### src/rtl/onehot_req_sequencer.sv
// ---------------------------------------------------------------------------
// onehot_req_sequencer
//
// Purpose: records per-source event pulses in a pending set. It presents one
// pending source at a time as a registered one-hot grant to a downstream
// 8-to-3 encoder stage, using a valid/ready handshake. Arbitration is either
// fixed priority (bit 7 highest) or descending round-robin. A sticky flag
// reports events that were lost because their source was already pending.
//
// Parameters:
//   RR        0 = fixed priority (highest index wins), 1 = round-robin
//
// Ports:
//   clk       in   1  single clock, rising edge
//   rst_n     in   1  synchronous active-low reset
//   req       in   8  per-source event pulses (one cycle = one event)
//   ready     in   1  downstream accepts grant_oh this cycle
//   clr_ovf   in   1  clears the overflow flag (a same-edge drop wins)
//   grant_oh  out  8  registered one-hot grant, 8'h00 while valid is low
//   valid     out  1  grant_oh holds a valid one-hot value
//   pending   out  8  registered recorded, not-yet-granted events
//   pend_cnt  out  4  popcount of pending (0..8)
//   overflow  out  1  sticky: at least one event was dropped
// ---------------------------------------------------------------------------
module onehot_req_sequencer #(
  parameter int unsigned RR = 0
) (
  input  logic       clk,
  input  logic       rst_n,
  input  logic [7:0] req,
  input  logic       ready,
  input  logic       clr_ovf,
  output logic [7:0] grant_oh,
  output logic       valid,
  output logic [7:0] pending,
  output logic [3:0] pend_cnt,
  output logic       overflow
);

  typedef enum logic [0:0] {
    IDLE    = 1'b0,
    PRESENT = 1'b1
  } state_e;

  // Number of set bits in an 8-bit vector.
  function automatic logic [3:0] popcount8(input logic [7:0] v);
    logic [3:0] cnt;
    cnt = 4'd0;
    for (int i = 0; i < 8; i++) begin
      cnt = cnt + {3'd0, v[i]};
    end
    return cnt;
  endfunction

  state_e     state_q;
  logic [7:0] pending_q;
  logic [7:0] grant_q;
  logic       valid_q;
  logic       ovf_q;
  logic [2:0] ptr_q;

  logic [2:0] sel_idx_s;
  logic [7:0] sel_oh_s;
  logic       found_s;
  logic [2:0] cand_s;
  logic       load_s;
  logic [7:0] load_clr_s;
  logic [7:0] pending_d;
  logic       drop_s;
  logic       ovf_d;

  // Pick the next source from registered pending only, so a new req is never
  // grantable on the edge that records it.
  always_comb begin
    sel_idx_s = 3'd0;
    found_s   = 1'b0;
    cand_s    = 3'd0;
    if (RR == 0) begin
      // Ascending scan: the last set bit seen is the highest index.
      for (int i = 0; i < 8; i++) begin
        sel_idx_s = pending_q[i] ? 3'(i) : sel_idx_s;
      end
    end else begin
      // Descend from ptr-1 with 3-bit wrap; the final candidate (k=8) is ptr
      // itself, so every bit is visited exactly once.
      for (int k = 1; k <= 8; k++) begin
        cand_s = ptr_q - 3'(k);
        if (!found_s && pending_q[cand_s]) begin
          sel_idx_s = cand_s;
          found_s   = 1'b1;
        end else begin
          found_s   = found_s;
        end
      end
    end
    sel_oh_s = 8'b0000_0001 << sel_idx_s;
  end

  // A new grant loads when something is pending and the output slot is
  // either empty or being consumed this edge.
  always_comb begin
    load_s     = (pending_q != 8'h00) && ((state_q == IDLE) || ready);
    load_clr_s = load_s ? sel_oh_s : 8'h00;
    // Set wins over clear: a bit granted and re-requested on the same edge
    // stays pending and is not a drop.
    pending_d  = (pending_q & ~load_clr_s) | req;
    drop_s     = |(req & pending_q & ~load_clr_s);
    ovf_d      = drop_s | (ovf_q & ~clr_ovf);
  end

  // Handshake FSM with registered grant/valid, pending set and sticky flag.
  always_ff @(posedge clk) begin
    if (!rst_n) begin
      state_q   <= IDLE;
      pending_q <= 8'h00;
      grant_q   <= 8'h00;
      valid_q   <= 1'b0;
      ovf_q     <= 1'b0;
      ptr_q     <= 3'd0;
    end else begin
      pending_q <= pending_d;
      ovf_q     <= ovf_d;
      case (state_q)
        IDLE: begin
          if (load_s) begin
            grant_q <= sel_oh_s;
            valid_q <= 1'b1;
            ptr_q   <= sel_idx_s;
            state_q <= PRESENT;
          end else begin
            grant_q <= 8'h00;
            valid_q <= 1'b0;
          end
        end
        PRESENT: begin
          if (ready) begin
            if (load_s) begin
              grant_q <= sel_oh_s;
              valid_q <= 1'b1;
              ptr_q   <= sel_idx_s;
            end else begin
              grant_q <= 8'h00;
              valid_q <= 1'b0;
              state_q <= IDLE;
            end
          end else begin
            grant_q <= grant_q;
            valid_q <= valid_q;
          end
        end
        default: begin
          grant_q <= 8'h00;
          valid_q <= 1'b0;
          state_q <= IDLE;
        end
      endcase
    end
  end

  assign grant_oh = grant_q;
  assign valid    = valid_q;
  assign pending  = pending_q;
  assign pend_cnt = popcount8(pending_q);
  assign overflow = ovf_q;

endmodule

### config.mk
export PLATFORM = sky130hd
export DESIGN_NAME = onehot_req_sequencer
export DESIGN_NICKNAME = d
export VERILOG_FILES = /design/src/rtl/onehot_req_sequencer.sv
export SDC_FILE = /design/constraint.sdc
export NUM_CORES = 1
export LEC_CHECK = 0
export CAP_MARGIN = 20
export CORE_ASPECT_RATIO = 0.7
export CORE_UTILIZATION = 40
export CTS_CLUSTER_DIAMETER = 30
export DETAILED_ROUTE_END_ITERATION = 6
export DONT_BUFFER_PORTS = 1
export PLACE_DENSITY = 0.57
export SLEW_MARGIN = 15
export SYNTH_ARGS = -nofsm -noshare
export SYNTH_HDL_FRONTEND = slang
export SYNTH_SLANG_ARGS = --single-unit
### constraint.sdc
create_clock -name clk -period 3.4 [get_ports clk]
set_clock_uncertainty 0.05 [all_clocks]
set_input_delay 1.02 -clock clk [delete_from_list [all_inputs] [get_ports clk]]
set_output_delay 1.02 -clock clk [all_outputs]
set_load 0.005 [all_outputs]
==> qor.txt <==
most frequent cell after synthesis = dfxtp_1
Max-slew headroom = 66.9%
# DRC = 0
Setup Crit Path Kind = flop to output port
Final Max Slew Viols = 0
switch share = 30.6%
DR iter-0 viols = 98
Layout fillers = 247
worst-path maximum fanout = 2
Rows = 15
top_reg_cell synth = dfxtp_1
final WL = 2390 µm
gr usage total = 18.1%
Detailed Routing Iterations Pass 1 = 4
Avg Cell Area, Syn = 9.02 µm²
Worst Setup Slack, final = -176 ps
initial core utilization = 43.0%
Tcrit/Tclk final = 105%
Pleak = 0.510 nW
Syn Nets = 141
VDD IR max = 0.177 mV
Crit path arrival time = 2510 ps
post-synth top area cell = dfxtp_1
Num Clock Sinks = 19
initial antenna violation count = 0
Post-synth top cells = dfxtp_1, inv_1, nor2_1, a21oi_1, ha_1
unrepaired setup endpoints after global routing = yes
core box area = 2500 µm²
antenna fix cells = 0
Psw = 0.000167 W
Vias per Instance = 5.22
Post-DP Area = 1140 µm²
Comb power frac = 25.2%
GRT overflow = 0
Cells after Synth = 119
HPWL after DPL = 1760 µm
area of the die = 2900 µm²
Clk pwr share = 28.8%
leading post-synthesis cells by cell area = dfxtp_1, fa_1, ha_1
vias in the first global route = 786
TritonCTS clock tree = yes
Min Clock Period, post-route = 3580 ps
post-route cell area = 1210 µm²
Clock transition at path regs = 70 ps
detailed-route wire length per cell = 14.8 µm
register area share after synthesis = 35.4%
Cell Area, Synth = 1070 µm²
Crit path required time = 2330 ps
actual slew at the worst max-slew pin = 495 ps
worst hold path class = flop to flop
Port Buffer Count = 0
vias = 840
failing checks = setup timing
first-pass GRT wire length = 3820 µm
layout cells sized above 1 = 22.8%
Final Hold Viols = 0
status = finished with violations
Sequential Power Share = 46.0%
Setup TNS Final = -339 ps
Max Buffers Root-to-Sink = 2
nets@finish = 150
Post-DRT Antenna Nets = 0
Root Buffer = clkbuf_8
Hold Slack = 427 ps
Post-synth EDFFs = 0
Int Power = 0.000379 W
YS warnings = 0
Die Width = 63.9 µm
CP endpoint kind = output port
area delta synth->final = 12.7%
die height = 45.3 µm
worst skew pair latency = 250 ps
maxcap violations = 0
post-synth top area share = 35.4%
CTS buffer count = 3
largest net degree at the start of global routing = 20
area taken by flip-flops and latches = 385 µm²
I/O Pins = 34
PwrDens = 451 nW/µm²
Setup crit start kind = flop
area of the multi-input gates = 604 µm²
CTS H-tree depth = 1
Max Fclk = 0.280 GHz
Synth Register Bits = 19
Core Util, Final = 48.5%
final setup violation count = 2
Routability Congestion = 0.823
asr flop ratio synth = 0%
synth unique cells = 35
flip-flops by register name, indices dropped and copies added, names as in the netlist:
signal and count:
grant_oh 8, valid 1, pending 8, overflow 1
state_q 1
through the flow:
stage | std cells | total power [W] | setup slack [ps]
after detailed placement | 156 | 0.000387 | 35.0
after CTS | 161 | 0.000551 | -220
final | 161 | 0.000546 | -176
after global routing | 161 | 0.000582 | -263
after floorplan | 119 | 0.000357 | -47.4
after global placement | 156 | 0.000385 | 67.7
routing by layer:
metal | up-vias | wire (µm) | track usage, %
met5 | - | 0 | 0
met4 | 0 | 13 | 4.09
met3 | 2 | 252 | 8.33
met2 | 37 | 1020 | 26.2
met1 | 382 | 1100 | 24.6
li1 | 419 | - | -
final cells by class:
cell class | instances | share of cell area (%)
multi-input cells | 78 | 49.9
well taps | 34 | 3.52
clock inverters | 1 | 0.414
repair buffers | 9 | 5.58
clock buffers | 3 | 3.41
flip-flops and latches | 19 | 31.9
inverters | 17 | 5.27
critical path: stages (launching register included):
cell and delay (ps):
dfxtp_2 330, inv_2 40, fa_1 540, fa_1 400, inv_1 80, fa_2 200, inv_2 40, fa_1 450
xnor2_2 170
final timing paths:
| check | startpoint | end | slack, ps | cells past startpoint |
|---|---|---|---|---|
| worst min-delay path | valid | valid | 430 | 2 |
| worst max register to register | pending[2] | overflow | 1130 | 8 |
| worst min register to register | valid | valid | 430 | 2 |
| worst max-delay path | pending[5] | pend_cnt[2] | -180 | 8 |
cell usage in the layout, fill, tap and decap left out, types with 2 or more instances in the layout:
| master | Yosys | final |
|---|---|---|
| a211o_1 | 2 | 2 |
| a21oi_1 | 13 | 13 |
| a22oi_1 | 2 | 2 |
| a41oi_1 | 2 | 2 |
| buf_4 | 0 | 9 |
| clkbuf_8 | 0 | 3 |
| dfxtp_1 | 19 | 15 |
| dfxtp_2 | 0 | 4 |
| fa_1 | 4 | 3 |
| ha_1 | 6 | 6 |
| inv_1 | 17 | 13 |
| inv_2 | 0 | 4 |
| nand2_1 | 4 | 4 |
| nand3_1 | 2 | 2 |
| nor2_1 | 16 | 16 |
| nor2b_1 | 2 | 2 |
| nor3b_1 | 2 | 2 |
| o21a_1 | 4 | 4 |
| o21ai_0 | 2 | 2 |
cell families (layout without fill, tap and decap cells):
logic type,Yosys count,in the layout,share of synthesized area [%]
compound gates,34,34,22.7
xor+xnor,1,1,0.816
fa+ha+maj,10,10,14.5
buf+inv,22,30,9.21
flops,19,19,35.4
simple gates,33,33,17.4
power by group through the flow:
stage,clock network (W),registers (W),logic (W)
2_1_floorplan,0,0.000252,0.000105
3_3_place_gp,0,0.000255,0.000130
3_5_place_dp,0,0.000256,0.000131
4_1_cts,0.000162,0.000250,0.000139
5_1_grt,0.000172,0.000253,0.000156
6_report,0.000157,0.000251,0.000138
what timing repair did:
action / 4_1_cts / 5_1_grt
pin swaps: 4 / 2
endpoints found under the setup margin: 2 / 2
hold endpoints to repair: 0 / 0
hold buffers: 0 / 0
resized for setup: 3 / 3
setup buffers: 1 / 0
No activity file was read; power rests on OpenSTA's default activity.
